[src/rtl/muldiv_unit.sv]
// muldiv_unit: iterative multiply/divide unit with architectural HI/LO registers.
//
// Multiplies use a shift-add datapath (one multiplier bit per cycle) and divides use
// a restoring datapath (one quotient bit per cycle). Both work on operand magnitudes,
// and the sign is fixed up at the end. Each arithmetic operation spends WIDTH cycles
// in CALC. A divide by zero skips CALC and goes straight to FIN. MTHI/MTLO write
// HI/LO directly from IDLE.
//
// Ports:
//   clk      - clock; all state updates on its rising edge
//   rst_n    - asynchronous active-low reset
//   start    - operation request, sampled only in IDLE
//   op       - 000 MULTU, 001 MULT, 010 DIVU, 011 DIV, 100 MTHI, 101 MTLO, 11x reserved
//   a, b     - a: multiplicand/dividend/move source, b: multiplier/divisor
//   abort    - cancels an operation in CALC or FIN; also blocks a start in IDLE
//   busy     - high while in CALC or FIN
//   done     - one-cycle completion pulse
//   div_zero - last completed divide had b == 0
//   hi, lo   - architectural HI/LO registers
module muldiv_unit #(
    parameter int WIDTH = 32
) (
    input  logic             clk,
    input  logic             rst_n,
    input  logic             start,
    input  logic [2:0]       op,
    input  logic [WIDTH-1:0] a,
    input  logic [WIDTH-1:0] b,
    input  logic             abort,
    output logic             busy,
    output logic             done,
    output logic             div_zero,
    output logic [WIDTH-1:0] hi,
    output logic [WIDTH-1:0] lo
);

    localparam int CW = $clog2(WIDTH + 1);

    localparam logic [1:0] S_IDLE = 2'd0;
    localparam logic [1:0] S_CALC = 2'd1;
    localparam logic [1:0] S_FIN  = 2'd2;

    localparam logic [2:0] OP_MULTU = 3'b000;
    localparam logic [2:0] OP_MULT  = 3'b001;
    localparam logic [2:0] OP_DIVU  = 3'b010;
    localparam logic [2:0] OP_DIV   = 3'b011;
    localparam logic [2:0] OP_MTHI  = 3'b100;
    localparam logic [2:0] OP_MTLO  = 3'b101;

    logic [1:0]         state_q, state_d;
    logic [CW-1:0]      cnt_q, cnt_d;
    logic [1:0]         op_q, op_d;        // only arithmetic ops are ever latched
    logic [WIDTH-1:0]   a_q, a_d;
    logic [WIDTH-1:0]   b_q, b_d;
    logic [2*WIDTH-1:0] acc_q, acc_d;      // {upper, lower}: product, or {remainder, quotient}
    logic [WIDTH-1:0]   hi_q, hi_d;
    logic [WIDTH-1:0]   lo_q, lo_d;
    logic               div_zero_q, div_zero_d;
    logic               done_q, done_d;

    // Operand magnitudes of the incoming request, used to seed the accumulator.
    logic [WIDTH-1:0] a_in_mag, b_in_mag;
    // Signs and magnitudes of the latched operands.
    logic             is_signed, is_div, a_neg, b_neg;
    logic [WIDTH-1:0] a_mag, b_mag;
    // Iteration datapath.
    logic [CW-1:0]      cnt_dec;
    logic [WIDTH:0]     mul_sum;
    logic [2*WIDTH-1:0] mul_next;
    logic [WIDTH:0]     div_shift;
    logic [WIDTH:0]     div_trial;
    logic [2*WIDTH-1:0] div_next;
    // Sign-corrected results.
    logic [2*WIDTH-1:0] prod_s;
    logic [WIDTH-1:0]   quo_s, rem_s;

    always_comb begin
        a_in_mag = (op[0] && a[WIDTH-1]) ? -a : a;
        b_in_mag = (op[0] && b[WIDTH-1]) ? -b : b;

        is_signed = op_q[0];
        is_div    = op_q[1];
        a_neg     = is_signed & a_q[WIDTH-1];
        b_neg     = is_signed & b_q[WIDTH-1];
        a_mag     = a_neg ? -a_q : a_q;
        b_mag     = b_neg ? -b_q : b_q;

        cnt_dec = cnt_q - CW'(1);

        // Shift-add: add the multiplicand into the upper half when the current
        // multiplier bit (acc LSB) is set, then shift the whole accumulator right.
        mul_sum  = {1'b0, acc_q[2*WIDTH-1:WIDTH]} + {1'b0, (acc_q[0] ? a_mag : {WIDTH{1'b0}})};
        mul_next = {mul_sum, acc_q[WIDTH-1:1]};

        // Restoring divide: shift the next dividend bit into the partial remainder,
        // then keep the subtraction only if it did not go negative.
        div_shift = {acc_q[2*WIDTH-1:WIDTH], acc_q[WIDTH-1]};
        div_trial = div_shift - {1'b0, b_mag};
        if (div_trial[WIDTH]) begin
            div_next = {div_shift[WIDTH-1:0], acc_q[WIDTH-2:0], 1'b0};
        end else begin
            div_next = {div_trial[WIDTH-1:0], acc_q[WIDTH-2:0], 1'b1};
        end

        // The most-negative / -1 case needs no special handling: its quotient
        // magnitude 2^(WIDTH-1) is its own two's complement.
        prod_s = (a_neg ^ b_neg) ? -acc_q : acc_q;
        quo_s  = (a_neg ^ b_neg) ? -acc_q[WIDTH-1:0] : acc_q[WIDTH-1:0];
        rem_s  = a_neg ? -acc_q[2*WIDTH-1:WIDTH] : acc_q[2*WIDTH-1:WIDTH];
    end

    always_comb begin
        state_d    = state_q;
        cnt_d      = cnt_q;
        op_d       = op_q;
        a_d        = a_q;
        b_d        = b_q;
        acc_d      = acc_q;
        hi_d       = hi_q;
        lo_d       = lo_q;
        div_zero_d = div_zero_q;
        done_d     = 1'b0;

        case (state_q)
            S_IDLE: begin
                if (start && !abort) begin
                    case (op)
                        OP_MULTU, OP_MULT, OP_DIVU, OP_DIV: begin
                            op_d  = op[1:0];
                            a_d   = a;
                            b_d   = b;
                            cnt_d = CW'(WIDTH);
                            if (op[1]) begin
                                acc_d = {{WIDTH{1'b0}}, a_in_mag};
                            end else begin
                                acc_d = {{WIDTH{1'b0}}, b_in_mag};
                            end
                            // A zero divisor has a fixed result, so the iterations are skipped.
                            state_d = (op[1] && (b == '0)) ? S_FIN : S_CALC;
                        end
                        OP_MTHI: begin
                            hi_d       = a;
                            div_zero_d = 1'b0;
                        end
                        OP_MTLO: begin
                            lo_d       = a;
                            div_zero_d = 1'b0;
                        end
                        default: ;
                    endcase
                end
            end

            S_CALC: begin
                if (abort) begin
                    state_d = S_IDLE;
                end else begin
                    acc_d = is_div ? div_next : mul_next;
                    cnt_d = cnt_dec;
                    if (cnt_dec == '0) begin
                        state_d = S_FIN;
                    end
                end
            end

            S_FIN: begin
                state_d = S_IDLE;
                if (!abort) begin
                    done_d = 1'b1;
                    if (is_div) begin
                        if (b_q == '0) begin
                            lo_d       = '1;
                            hi_d       = a_q;
                            div_zero_d = 1'b1;
                        end else begin
                            lo_d       = quo_s;
                            hi_d       = rem_s;
                            div_zero_d = 1'b0;
                        end
                    end else begin
                        lo_d       = prod_s[WIDTH-1:0];
                        hi_d       = prod_s[2*WIDTH-1:WIDTH];
                        div_zero_d = 1'b0;
                    end
                end
            end

            default: state_d = S_IDLE;
        endcase
    end

    always_ff @(posedge clk or negedge rst_n) begin
        if (!rst_n) begin
            state_q    <= S_IDLE;
            cnt_q      <= '0;
            op_q       <= '0;
            a_q        <= '0;
            b_q        <= '0;
            acc_q      <= '0;
            hi_q       <= '0;
            lo_q       <= '0;
            div_zero_q <= 1'b0;
            done_q     <= 1'b0;
        end else begin
            state_q    <= state_d;
            cnt_q      <= cnt_d;
            op_q       <= op_d;
            a_q        <= a_d;
            b_q        <= b_d;
            acc_q      <= acc_d;
            hi_q       <= hi_d;
            lo_q       <= lo_d;
            div_zero_q <= div_zero_d;
            done_q     <= done_d;
        end
    end

    assign busy     = (state_q == S_CALC) || (state_q == S_FIN);
    assign done     = done_q;
    assign div_zero = div_zero_q;
    assign hi       = hi_q;
    assign lo       = lo_q;

endmodule

[config.mk]
export PLATFORM = sky130hd
export DESIGN_NAME = muldiv_unit
export DESIGN_NICKNAME = d
export VERILOG_FILES = /design/src/rtl/muldiv_unit.sv
export SDC_FILE = /design/constraint.sdc
export NUM_CORES = 1
export LEC_CHECK = 0
export CAP_MARGIN = 30
export CORE_MARGIN = 2
export CORE_UTILIZATION = 45
export CTS_CLUSTER_SIZE = 8
export DETAILED_ROUTE_END_ITERATION = 16
export PLACE_DENSITY = 0.76
export SYNTH_ARGS = -nofsm -noshare
export SYNTH_HDL_FRONTEND = slang
export SYNTH_SLANG_ARGS = --single-unit
[constraint.sdc]
create_clock -name clk -period 4.6 [get_ports clk]
set_clock_uncertainty 0.05 [all_clocks]
set_input_delay 0.92 -clock clk [delete_from_list [all_inputs] [get_ports clk]]
set_output_delay 0.92 -clock clk [all_outputs]
set_load 0.005 [all_outputs]
## Yosys cells after proc, flatten, opt, wreduce, memory -nomap -nowiden

Index checks and enable logic that the tools add are counted.

| word-level totals | value |
|---|---|
| register bits after elaboration | 204 |
| latch bits | 0 |
| memory bits (writable) | 0 |
| memory bits (read-only) | 0 |
| input port bits | 71 |
| output and inout bits | 67 |
| logic and storage cells | 104 |
| memories | 0 |

| operators by class | value |
|---|---|
| $add $sub $neg | 10 |
| multiply operators | 0 |
| divide/modulo/power cells | 0 |
| order comparisons | 0 |
| equal/unequal tests | 15 |
| shift-type cells | 0 |
| mux-type cells | 45 |
| bitwise gates (word level) | 3 |
| reduce and logical (&&, ||, !) cells | 21 |

Operators by type and width:

| cell | number |
|---|---|
| $mux 32 | 18 |
| $mux 64 | 6 |
| $neg 32->32 | 6 |
| $pmux 32 s2 | 2 |
| $pmux 64 s2 | 1 |
| $logic_not 32->1 | 2 |
| $neg 64->64 | 1 |
| $add 32x32->33 | 1 |
| $sub 33x32->33 | 1 |
| $mux 6 | 3 |
| $reduce_and 4->1 | 4 |
| $pmux 6 s2 | 1 |
| $mux 2 | 5 |
| $ne 2x2->1 const B | 4 |
| $mux 1 | 7 |
| $eq 3x2->1 const B | 2 |
| $eq 3x3->1 const B | 2 |
| $logic_not 6->1 | 1 |
| $ne 2x1->1 const B | 3 |
| $reduce_and 3->1 | 2 |
| $sub 6x1->6 const B | 1 |
| $logic_and 1x1->1 | 4 |
| $pmux 2 s2 | 1 |
| $reduce_bool 2->1 | 2 |
| other kinds (13) | 14 |

## Depth between registers and ports, before layout

Gate-level depths: netlist of the first run.

| depth | value |
|---|---|
| word-level depth | 7 |
| depth in mapped cells | 22 |
| mapped depth without buffers | 20 |

## Worst setup path after synthesis of the first run

Ideal clock, no wire load.

| timing path | value |
|---|---|
| path type | reg-to-reg |
| start point | register a_q[3] |
| end point | register acc_q[63] |
| library setup time | 0.126 ns |
| data arrival time | 4.436 ns |
| data required time | 4.424 ns |
| slack | -0.012 ns |
| cell stages (with the launch flop) | 19 |
| buffers on the path | 0 |
| period minus slack after synthesis | 4.612 ns |
| path through | dfrtp_1 > or3_1 > or4_1 > nor3_1 > nand3_1 > o41ai_1 > xor2_1 > nor2_1 > ha_1 > o21a_1 > a21oi_1 > o211ai_1 > a221oi_1 > a211oi_1 > a31oi_1 > o21ai_0 > a41oi_1 > a2111oi_0 > a221o_1 |

| between the ends | value |
|---|---|
| word-level cells in the longest chain between the ends | 7 |

Ends and longest elaborated chain:

| what | RTL line | source |
|---|---|---|
| start: declaration | 53 | `logic [WIDTH-1:0] a_q, a_d;` |
| start signal: assignment | 197 | `a_q <= '0;` |
| start signal: assignment | 208 | `a_q <= a_d;` |
| $neg 32->32 | 85 | `a_mag = a_neg ? -a_q : a_q;` |
| $mux 32 * | 85 |  |
| $mux 32 * | 92 | `mul_sum = {1'b0, acc_q[2*WIDTH-1:WIDTH]} + {1'b0, (acc_q[0] ? a_mag : {WIDTH{1'b0}})};` |
| $add 32x32->33 * | 92 |  |
| $mux 64 * | 158 | `acc_d = is_div ? div_next : mul_next;` |
| $mux 64 * | 155 | `if (abort) begin` |
| $pmux 64 s2 * | 124 | `case (state_q)` |
| end signal: assignment | 199 | `acc_q <= '0;` |
| end signal: assignment | 210 | `acc_q <= acc_d;` |
| end: declaration | 55 | `logic [2*WIDTH-1:0] acc_q, acc_d;` |

Mark *: on every way between the ends. The rest lies on a longest branch, timed or not. The select of a mux whose other input is x is not followed.
A chain may end at the register's enable or synchronous reset.

## Worst setup path in the final report of the first run

| timing path | value |
|---|---|
| start point | register a_q[3] |
| end point | register acc_q[62] |

Same word-level chain as after synthesis.

==> flow_summary_export.csv, run 1 <==
group,metric,value,unit
sta,whs,397.7,ps
floorplan,core,0.03973,mm^2
synth,async_reset_ff_share,100.0,%
pwr,p_leak,9.386,nW
cts,cts_inserted_buffers,30,
cts,worstSkewPairLatency,570,ps
sta,rsz0062_at_grt,"yes",
routing,first_pass_iters,5,
status,status,"complete, no violations",
cts,postCtsHoldBufs,0,
flow_run,drv_cap,0,
final_layout,drive_gt1_share,14.65,%
floorplan,fp.dieH,204.4,um
routing,vias_per_cell,6.164,
critical_path,worstPathArrival,4950,ps
sta,fmax,0.2223,GHz
sta,fin_tns_setup,0,ps
critical_path,cp-start-kind,"register",
synth,yosysWarnings,0,
final_layout,fin_cells,3045,
pwr,vdd_ir_drop_max,346.8,uV
final_layout,nets,2661,
sta,setup_ws,102.5,ps
cts,tritoncts,"done",
global_route,grt_overflow,0,
min_path,hp-class,"input port to async pin",
synth,syn_area,0.01808,mm^2
routing,drc,0,
synth,synth_flop_cell,"dfrtp_1",
final_layout,layout.area.seq,0.005109,mm^2
final_layout,multi_input_area,0.01256,mm^2
final_layout,fill_cells,3627,
critical_path,end_kind,"register",
sta,finalHoldViolCount,0,
sta,maxSlewViolCount,0,
sta,tightest_slew,951.2,ps
routing,dr.first_iter.drc_count,2064,
cts,clkTransAtPathRegs,50,ps
routing,wl,66640,um
synth,synth_nets,2465,
final_layout,final_util,55.74,%
sta,period_share,97.77,%
synth,synth_cell_types,79,
synth,synth_cells,2317,
floorplan,io_pins,138,
global_route,grt_pass1_vias,17494,
floorplan,chipWidth,204.4,um
placement,gp_congestion,1.010,
global_route,grt_max_degree,108,
final_layout,final_cell_area,0.02215,mm^2
critical_path,critical_path_class,"register to register",
sta,finalSetupViolCount,0,
pwr,p_total,17.48,mW
placement,port_buffers,137,
global_route,grt_antenna_before_repair,0,
global_route,groute.usage.overall,31.20,%
routing,drt-wirelength-per-cell,21.89,um
floorplan,num_rows,73,
synth,synth_edf_count,0,
critical_path,cp_slowest_cell,"or4_4",
placement,place_inst,2995,
placement,postPlaceCellArea,0.02089,mm^2
sta,fin_crit,4498,ps
final_layout,area_growth,22.52,%
synth,synth_seq_cells,204,
critical_path,path_cells,"or3_4 -> or4_4 -> nor3_4 -> nand3_2 -> or2_4 -> o31ai_4 -> xor2_1 -> nor2_1 -> ha_1 -> and3_1 -> and2_1 -> a22oi_2 -> nand4b_1 -> a21oi_2 -> a21oi_2 -> a221oi_2 -> mux2_2 -> nor2_1",
cts,cts-root-buf,"clkbuf_16",
routing,vias,18770,
critical_path,reg2reg_slack,100,ps
pwr,power-per-cell-area,789.1,mW/mm^2
synth,seq_area_frac_synth,28.24,%
critical_path,cp_max_fo,4,
synth,post_synth.cell_area_avg,7.802,um^2
placement,dpl.hpwl,50340,um
global_route,grt_pass1_wl,101800,um
floorplan,dieArea,0.04179,mm^2
critical_path,cp_slowest_stage_delay,450,ps
cts,cts.sinks,204,
floorplan,start_util,45.50,%
cts,htreeDepth,1,
critical_path,cp_data_required_time,5050,ps
routing,drtAntennaViolNets,0,
placement,place_ws,-127.4,ps
sta,maxSlewHeadroom,36.58,%
cts,clockBufferDepth,3,
==> cell type report <==
cell class,count,area share (%)
clock inverter,2,0.1130
sequential,204,23.07
timing repair buffer,319,12.80
clock buffer,36,3.537
tap,525,2.966
multi-input combinational,1912,56.73
antenna,1,0.01130
inverter,46,0.7797
==> critical path: cells and delay by family, from the launching register on <==
| family | cells | cell delay, ps |
|---|---|---|
| and+or+nand+nor | 10 | 2150 |
| AOI/OAI and AO/OA | 5 | 980 |
| DFF | 1 | 380 |
| muxes | 1 | 360 |
| adders and majority gates | 1 | 320 |
| xor gates and xnor gates | 1 | 180 |
==> what timing repair did <==
| item | 4_1_cts | 5_1_grt |
|---|---|---|
| cloned | 0 | 2 |
| pin swaps | 3 | 31 |
| gates resized for setup | 8 | 67 |
| setup buffers | 2 | 7 |
| endpoints found under the setup margin | 15 | 33 |
==> sequential cells by signal, summed over array words and instances (netlist names) <==
signal and cells:
op_q 2, b_q 32, state_q 2, cnt_q 6, acc_q 64, lo 32
a_q 32, div_zero 1, done 1, hi 32
==> cell usage after synthesis (21+ instances only) <==
master	instances	area share, %
o211ai_1	23	0.96
inv_1	45	0.93
nor3_1	42	1.2
a21oi_1	211	5.8
or3_1	31	1.1
nor2_1	222	4.6
a21o_1	26	1.1
mux2_2	74	4.6
a31oi_1	23	0.80
o21ai_0	270	7.5
xor2_1	123	6.0
o31ai_1	29	1.2
and3_1	22	0.76
clkbuf_1	140	2.9
nand3_1	51	1.4
xnor2_1	133	6.4
dfrtp_1	204	28
nor4_1	21	0.73
nand2_1	247	5.1
ha_1	75	5.2
mux2i_1	28	1.6
==> cells in the final DEF (no fill, tap or decap), types with 26 or more instances in the layout <==
cell / netlist / final
a21o_1: 26 / 26
a21oi_1: 211 / 203
buf_4: 1 / 174
clkbuf_16: 0 / 32
clkdlybuf4s50_1: 0 / 136
dfrtp_1: 204 / 203
ha_1: 75 / 69
inv_1: 45 / 44
mux2_2: 74 / 74
mux2i_1: 28 / 27
nand2_1: 247 / 246
nand3_1: 51 / 50
nor2_1: 222 / 219
nor3_1: 42 / 38
o21ai_0: 270 / 257
or3_1: 31 / 29
xnor2_1: 133 / 132
xor2_1: 123 / 121
==> cell families after synthesis <==
| family | synth area share (%) |
|---|---|
| AO/OA/AOI/OAI | 24.13 |
| XOR/XNOR | 12.49 |
| adder cells (fa/ha/maj) | 5.413 |
| buffers and inverters | 4.215 |
| flip-flops | 28.24 |
| multiplexers | 6.160 |
| AND/OR/NAND/NOR | 19.35 |
==> path summary, 6_finish.rpt <==
check / start / to / cells after the start
worst max-delay path: a_q[3] / acc_q[62] / 18
worst min-delay path: rst_n / b_q[12] / 1
worst max register to register: a_q[3] / acc_q[62] / 18
worst min register to register: hi[11] / hi[11] / 2
max in group asynchronous: rst_n / cnt_q[1] / 2
min in group clk: hi[11] / hi[11] / 2
==> report_power, final <==
| group | internal [mW] | switching (mW) |
|---|---|---|
| logic | 5.31 | 6.37 |
| clock network | 1.17 | 0.811 |
| registers | 2.58 | 1.23 |
==> layer usage <==
layer	up-vias	track usage (%)	routed length [um]
met5	-	0	0
met2	1000	46.46	28210
met3	138	5.437	6458
met4	0	14.03	3332
met1	8916	44.07	28640
li1	8716	-	-
(Power assumes the default switching activity.)
==> inputs of run 2 (changes only) <==
--- a/config.mk
+++ b/config.mk
@@ -10,7 +10,7 @@
 export CORE_UTILIZATION = 45
 export CTS_CLUSTER_SIZE = 8
 export DETAILED_ROUTE_END_ITERATION = 16
-export PLACE_DENSITY = 0.76
+export PLACE_DENSITY = 0.73
 export SYNTH_ARGS = -nofsm -noshare
 export SYNTH_HDL_FRONTEND = slang
 export SYNTH_SLANG_ARGS = --single-unit
==> constraint.sdc (replaced) <==
create_clock -name clk -period 4.7 [get_ports clk]
set_clock_uncertainty 0.05 [all_clocks]
set_input_delay 0.94 -clock clk [delete_from_list [all_inputs] [get_ports clk]]
set_output_delay 0.94 -clock clk [all_outputs]
set_load 0.005 [all_outputs]
==> run 2 against run 1 <==
Against the previous run:
- non-clock buffer count down 31
- wire length is essentially flat
- largest power group unchanged
- largest cell class unchanged
- cell count is 1.2% lower
==> flow_summary_export.csv, run 2 (synthesized netlist as in run 1, its figures left out) <==
group,metric,value,unit
sta,finalHoldViolCount,0,
global_route,grt_antenna_before_repair,1,
routing,dr.first_iter.drc_count,2092,
global_route,grt_overflow,0,
floorplan,chipWidth,204.4,um
floorplan,num_rows,73,
final_layout,drive_gt1_share,13.30,%
cts,tritoncts,"done",
flow_run,drv_cap,0,
sta,setup_ws,150.0,ps
final_layout,nets,2629,
critical_path,cp_data_required_time,5070,ps
cts,worstSkewPairLatency,590,ps
sta,whs,321.0,ps
cts,clockBufferDepth,3,
critical_path,worstPathArrival,4920,ps
global_route,grt_max_degree,81,
routing,drt-wirelength-per-cell,22.16,um
sta,maxSlewHeadroom,32.57,%
critical_path,crit_path_start,"a_q[3]",
sta,rsz0062_at_grt,"yes",
cts,cts.sinks,204,
routing,first_pass_iters,7,
sta,fmax,0.2198,GHz
status,status,"complete, no violations",
placement,gp_congestion,1.001,
placement,dpl.hpwl,50340,um
floorplan,core,0.03973,mm^2
placement,port_buffers,137,
cts,clkTransAtPathRegs,50,ps
global_route,groute.usage.overall,31.46,%
pwr,power-per-cell-area,768.4,mW/mm^2
critical_path,cp_slowest_stage_delay,450,ps
final_layout,final_common_cell,"o21ai_0",
pwr,vdd_ir_drop_max,342.5,uV
sta,period_share,96.81,%
critical_path,cp_max_fo,4,
critical_path,cp-start-kind,"register",
floorplan,fp.dieH,204.4,um
floorplan,dieArea,0.04179,mm^2
sta,fin_crit,4550,ps
routing,wl,66690,um
cts,htreeDepth,1,
critical_path,end_kind,"register",
sta,finalSetupViolCount,0,
floorplan,start_util,45.50,%
floorplan,io_pins,138,
pwr,p_leak,9.216,nW
global_route,grt_pass1_vias,17360,
final_layout,layout_common_cells,"o21ai_0, nand2_1, nor2_1, a21oi_1, dfrtp_1",
cts,cts-root-buf,"clkbuf_16",
sta,maxSlewViolCount,0,
placement,place_ws,-185.5,ps
critical_path,cp_slowest_cell,"or4_4",
final_layout,top_register,"acc_q",
critical_path,critical_path_class,"register to register",
critical_path,path_cells,"or3_4 -> or4_4 -> nor3_4 -> buf_4 -> nand2_4 -> o31ai_4 -> xor2_1 -> nor2_1 -> ha_2 -> buf_4 -> and3_1 -> buf_4 -> nor3b_1 -> and3_1 -> o41ai_2 -> nand4b_1 -> a21oi_2 -> buf_4 -> o21bai_1 -> xnor2_1 -> a31o_2 -> a31oi_1",
min_path,hp-class,"input port to async pin",
routing,vias,18501,
critical_path,cpMostUsedCell,"buf_4",
final_layout,largest_reg_flops,64,
sta,fin_tns_setup,0,ps
global_route,grt_pass1_wl,102200,um
sta,tightest_slew,1011,ps
routing,vias_per_cell,6.149,
critical_path,r2r_start,"a_q[3]",
cts,cts_inserted_buffers,29,
routing,drc,0,
routing,drtAntennaViolNets,0,
final_layout,area_growth,20.68,%
[run 2: cell types whose count changed in the layout (fill, tap and decap cells not counted), sizes merged]
cell    before  now
bufinv       0    1
buf        180  150
clkinv       3    1
clkbuf      39   32
inv         45   46
diode        1    2
[run 2: stage by stage]
stage               cells  area (um^2)  util (%)  power [mW]
finish               3009        21810     54.90       16.76
CTS                  3000        21470     54.03       16.17
global placement     2967        20660     52.00       13.98
detailed placement   2967        20660     52.00       14.15
floorplan            2317        18080         -       10.46
global route         3007        21810     54.89       17.99
[run 2: power breakdown]
group / switching, mW / total (mW) / internal (mW)
clock: 0.796 / 1.93 / 1.14
sequential: 1.21 / 3.73 / 2.52
combinational: 6.15 / 11.1 / 4.95
total: 8.15 / 16.8 / 8.61
[run 2: critical path, delay by kind of cell, from the launching register on]
family / cells / cell delay [ps]
AOI/OAI and AO/OA: 6 / 820
xor gates and xnor gates: 2 / 420
and+or+nand+nor: 9 / 1890
adders and majority gates: 1 / 270
buffers and inverters: 4 / 570
DFF: 1 / 370
[run 2: area by class of cell]
cell class,count,area (um^2)
Sequential cell,204,5109
Tap cell,525,656.9
Inverter,46,172.7
Multi-Input combinational cell,1912,12530
Clock buffer,30,729.5
Clock inverter,2,50.05
Antenna cell,2,5.005
Timing Repair Buffer,288,2565
Fill cell,3613,17920
[run 2: timing repair]
item,4_1_cts,5_1_grt
setup endpoints to repair,3,33
pin swaps,0,25
resized for setup,4,59
buffers inserted,1,5
hold endpoints to repair,0,0
gates cloned,0,2
hold buffers,0,0
[run 2: path summary, 6_finish.rpt]
kind,to,slack [ps],cells after the start
max in group asynchronous,hi[23],3180,2
worst min register to register,hi[30],430,2
min in group clk,hi[30],430,2
worst max-delay path,acc_q[58],150,22
worst min-delay path,b_q[4],320,1
worst max register to register,acc_q[58],150,22
[run 2: layer usage]
layer	GRT usage [%]	vias up	part of all wire, %	wire (um)
met5	0	-	0.019	13
met4	13.46	2	4.5	3034
met3	4.799	119	9.8	6552
met2	47.35	915	42	28320
met1	44.69	8819	43	28770
li1	-	8646	-	-
==> inputs of run 3 (changes only) <==
--- a/config.mk
+++ b/config.mk
@@ -10,7 +10,7 @@
 export CORE_UTILIZATION = 45
 export CTS_CLUSTER_SIZE = 8
 export DETAILED_ROUTE_END_ITERATION = 16
-export PLACE_DENSITY = 0.73
+export REMOVE_ABC_BUFFERS = 1
 export SYNTH_ARGS = -nofsm -noshare
 export SYNTH_HDL_FRONTEND = slang
 export SYNTH_SLANG_ARGS = --single-unit
==> run 3 against run 2 <==
Against the previous run:
- sequential share of layout area barely moved
- via count shrank 0.85%
- first-iteration DRC count is 16% lower
- sequential power is 3% lower
- total power decreased by 0.23%
- die area stayed put
- flip-flop and latch count unchanged
- design area is 0.18% higher
- register-to-register slack worse by 30 ps
- worst hold slack better by 100 ps
- critical path type unchanged
- largest cell class unchanged
- highest routed layer unchanged
==> flow_summary_export.csv, run 3 (synthesized netlist as in run 1, its figures left out) <==
group,metric,value,unit
sta,maxSlewHeadroom,41.07,%
min_path,hp-class,"register to register",
sta,finalHoldViolCount,0,
final_layout,fin_cells,3015,
cts,cts_inserted_buffers,29,
final_layout,layout_common_cells,"o21ai_0, nand2_1, nor2_1, a21oi_1, dfrtp_1",
global_route,grt_pass1_vias,17553,
floorplan,fp.dieH,204.4,um
critical_path,crit_path_start,"a_q[3]",
floorplan,chipWidth,204.4,um
final_layout,drive_gt1_share,13.57,%
cts,clkTransAtPathRegs,50,ps
critical_path,cp_data_required_time,5140,ps
critical_path,cp_max_fo,5,
floorplan,core,0.03973,mm^2
critical_path,r2r_start,"a_q[3]",
placement,gp_congestion,0.9850,
status,status,"complete, no violations",
final_layout,diodes,0,
routing,wl,66470,um
critical_path,endpoint,"acc_q[62]",
pwr,seq_power_share,21.5,%
floorplan,num_rows,73,
critical_path,worstRegToRegCells,21,
sta,maxSlewViolCount,0,
cts,clockBufferDepth,3,
final_layout,largest_reg_flops,64,
routing,first_pass_iters,6,
sta,fin_crit,4579,ps
global_route,grt_max_degree,103,
routing,vias_per_cell,6.084,
floorplan,start_util,45.50,%
final_layout,area_growth,20.90,%
global_route,grt_antenna_before_repair,2,
floorplan,dieArea,0.04179,mm^2
pwr,vdd_ir_drop_max,315.8,uV
sta,rsz0062_at_grt,"yes",
pwr,internal-power,8.628,mW
cts,tritoncts,"done",
flow_run,drv_cap,0,
placement,port_buffers,137,
sta,fin_tns_setup,0,ps
critical_path,cp_slowest_cell,"or4_4",
sta,tightest_slew,884.0,ps
routing,dr.first_iter.drc_count,1766,
critical_path,timing.rr.end,"acc_q[62]",
final_layout,fill_cells,3728,
critical_path,worstPathArrival,5020,ps
cts,cts-root-buf,"clkbuf_16",
sta,period_share,97.42,%
routing,drtAntennaViolNets,0,
final_layout,nets,2638,
pwr,p_sw,8.094,mW
global_route,groute.usage.overall,31.62,%
routing,drt-wirelength-per-cell,22.05,um
cts,htreeDepth,1,
pwr,p_comb_share,67.4,%
critical_path,path_cells,"or3_4 -> or4_4 -> nor3_4 -> nand3_2 -> o41ai_2 -> buf_4 -> xor2_2 -> nor2_1 -> ha_1 -> buf_6 -> and3_4 -> buf_6 -> nor3b_2 -> and3_4 -> o41ai_4 -> nand4b_1 -> a21oi_2 -> a21oi_2 -> a221oi_2 -> mux2_4 -> nor2_2",
placement,dpl.hpwl,50580,um
sta,finalSetupViolCount,0,
pwr,p_leak,9.253,nW
placement,place_inst,2977,
pwr,clkPwrFrac,11.1,%
sta,whs,422.1,ps
pwr,p_total,16.72,mW
critical_path,end_kind,"register",
sta,fmax,0.2184,GHz
pwr,power-per-cell-area,765.2,mW/mm^2
pwr,p_sw_share,48.40,%
cts,cts.sinks,204,
critical_path,cp_slowest_stage_delay,460,ps
global_route,grt_pass1_wl,102800,um
routing,drc,0,
routing,vias,18344,
critical_path,reg2reg_slack,120,ps
global_route,grt_overflow,0,
cts,worstSkewPairLatency,560,ps
critical_path,cp-start-kind,"register",
final_layout,final_common_cell,"o21ai_0",
floorplan,io_pins,138,
critical_path,critical_path_class,"register to register",
final_layout,top_register,"acc_q",
[run 3: changes by cell type in the layout (fill, tap and decap cells not counted), moves of 2 or more]
cell     previous run  this run
diode_2             2         0
o41ai_4             0         2
ha_1               69        73
buf_6               1         4
buf_4             145       152
ha_2                5         2
o41ai_2             4         1
and3_1             22        19
and3_4              0         3
[run 3: what timing repair did]
action	4_1_cts	5_1_grt
gates resized for setup	6	59
hold buffers	0	0
buffers inserted	0	7
pin swaps	2	24
endpoints found under the setup margin	3	33
[run 3: critical path: cells and delay by family, from the launching register on]
kind	cells	cell delay, ps
adder cells (fa/ha/maj)	1	310
AO/OA/AOI/OAI	5	870
XOR/XNOR	1	130
multiplexers	1	330
buffers and inverters	3	420
flip-flops	1	370
AND/OR/NAND/NOR	10	2040
[run 3: per-stage QoR]
stage | utilization [%] | setup WS, ps | cell area [um^2]
floorplan | - | -921.9 | 17490
finish | 55.00 | 121.2 | 21850
global route | 55.00 | -102.4 | 21850
detailed placement | 52.26 | -120.0 | 20760
global placement | 52.15 | -33.77 | 20720
CTS | 54.16 | 19.85 | 21520
[run 3: cell type report]
class | instances | area [um^2] | share of cell area [%]
clock buffer | 30 | 729.5 | 3.338
clock inverter | 1 | 5.005 | 0.02290
inverter | 46 | 172.7 | 0.7901
multi-input combinational | 1912 | 12540 | 57.37
sequential | 204 | 5109 | 23.38
tap | 525 | 656.9 | 3.006
timing repair buffer | 297 | 2644 | 12.10
[run 3: how the worst min path moves through the flow]
stage                      start      to  slack, ps  cells after the start
after floorplan            lo[0]   lo[0]        410                      2
after global placement     lo[0]   lo[0]        400                      2
after detailed placement  hi[11]  hi[11]        420                      2
after CTS                 hi[11]  hi[11]        430                      2
after global routing      lo[18]  lo[18]        440                      2
final                     hi[11]  hi[11]        420                      2
[run 3: per-layer routing]
layer  vias up  share of wire (%)  track usage (%)
met5         -              0.018                0
met4         2                3.8            11.70
met3       110                7.1            3.842
met2       727                 45            49.60
met1      8839                 45            44.59
li1       8666                  -                -
[run 3: power groups by stage]
| stage | combinational, mW | clock [mW] | sequential (mW) |
|---|---|---|---|
| detailed placement | 10.8 | 0 | 3.55 |
| CTS | 10.9 | 1.88 | 3.53 |
| global placement | 10.7 | 0 | 3.52 |
| floorplan | 6.90 | 0 | 3.40 |
| finish | 11.3 | 1.86 | 3.60 |
| global route | 12.4 | 1.94 | 3.70 |
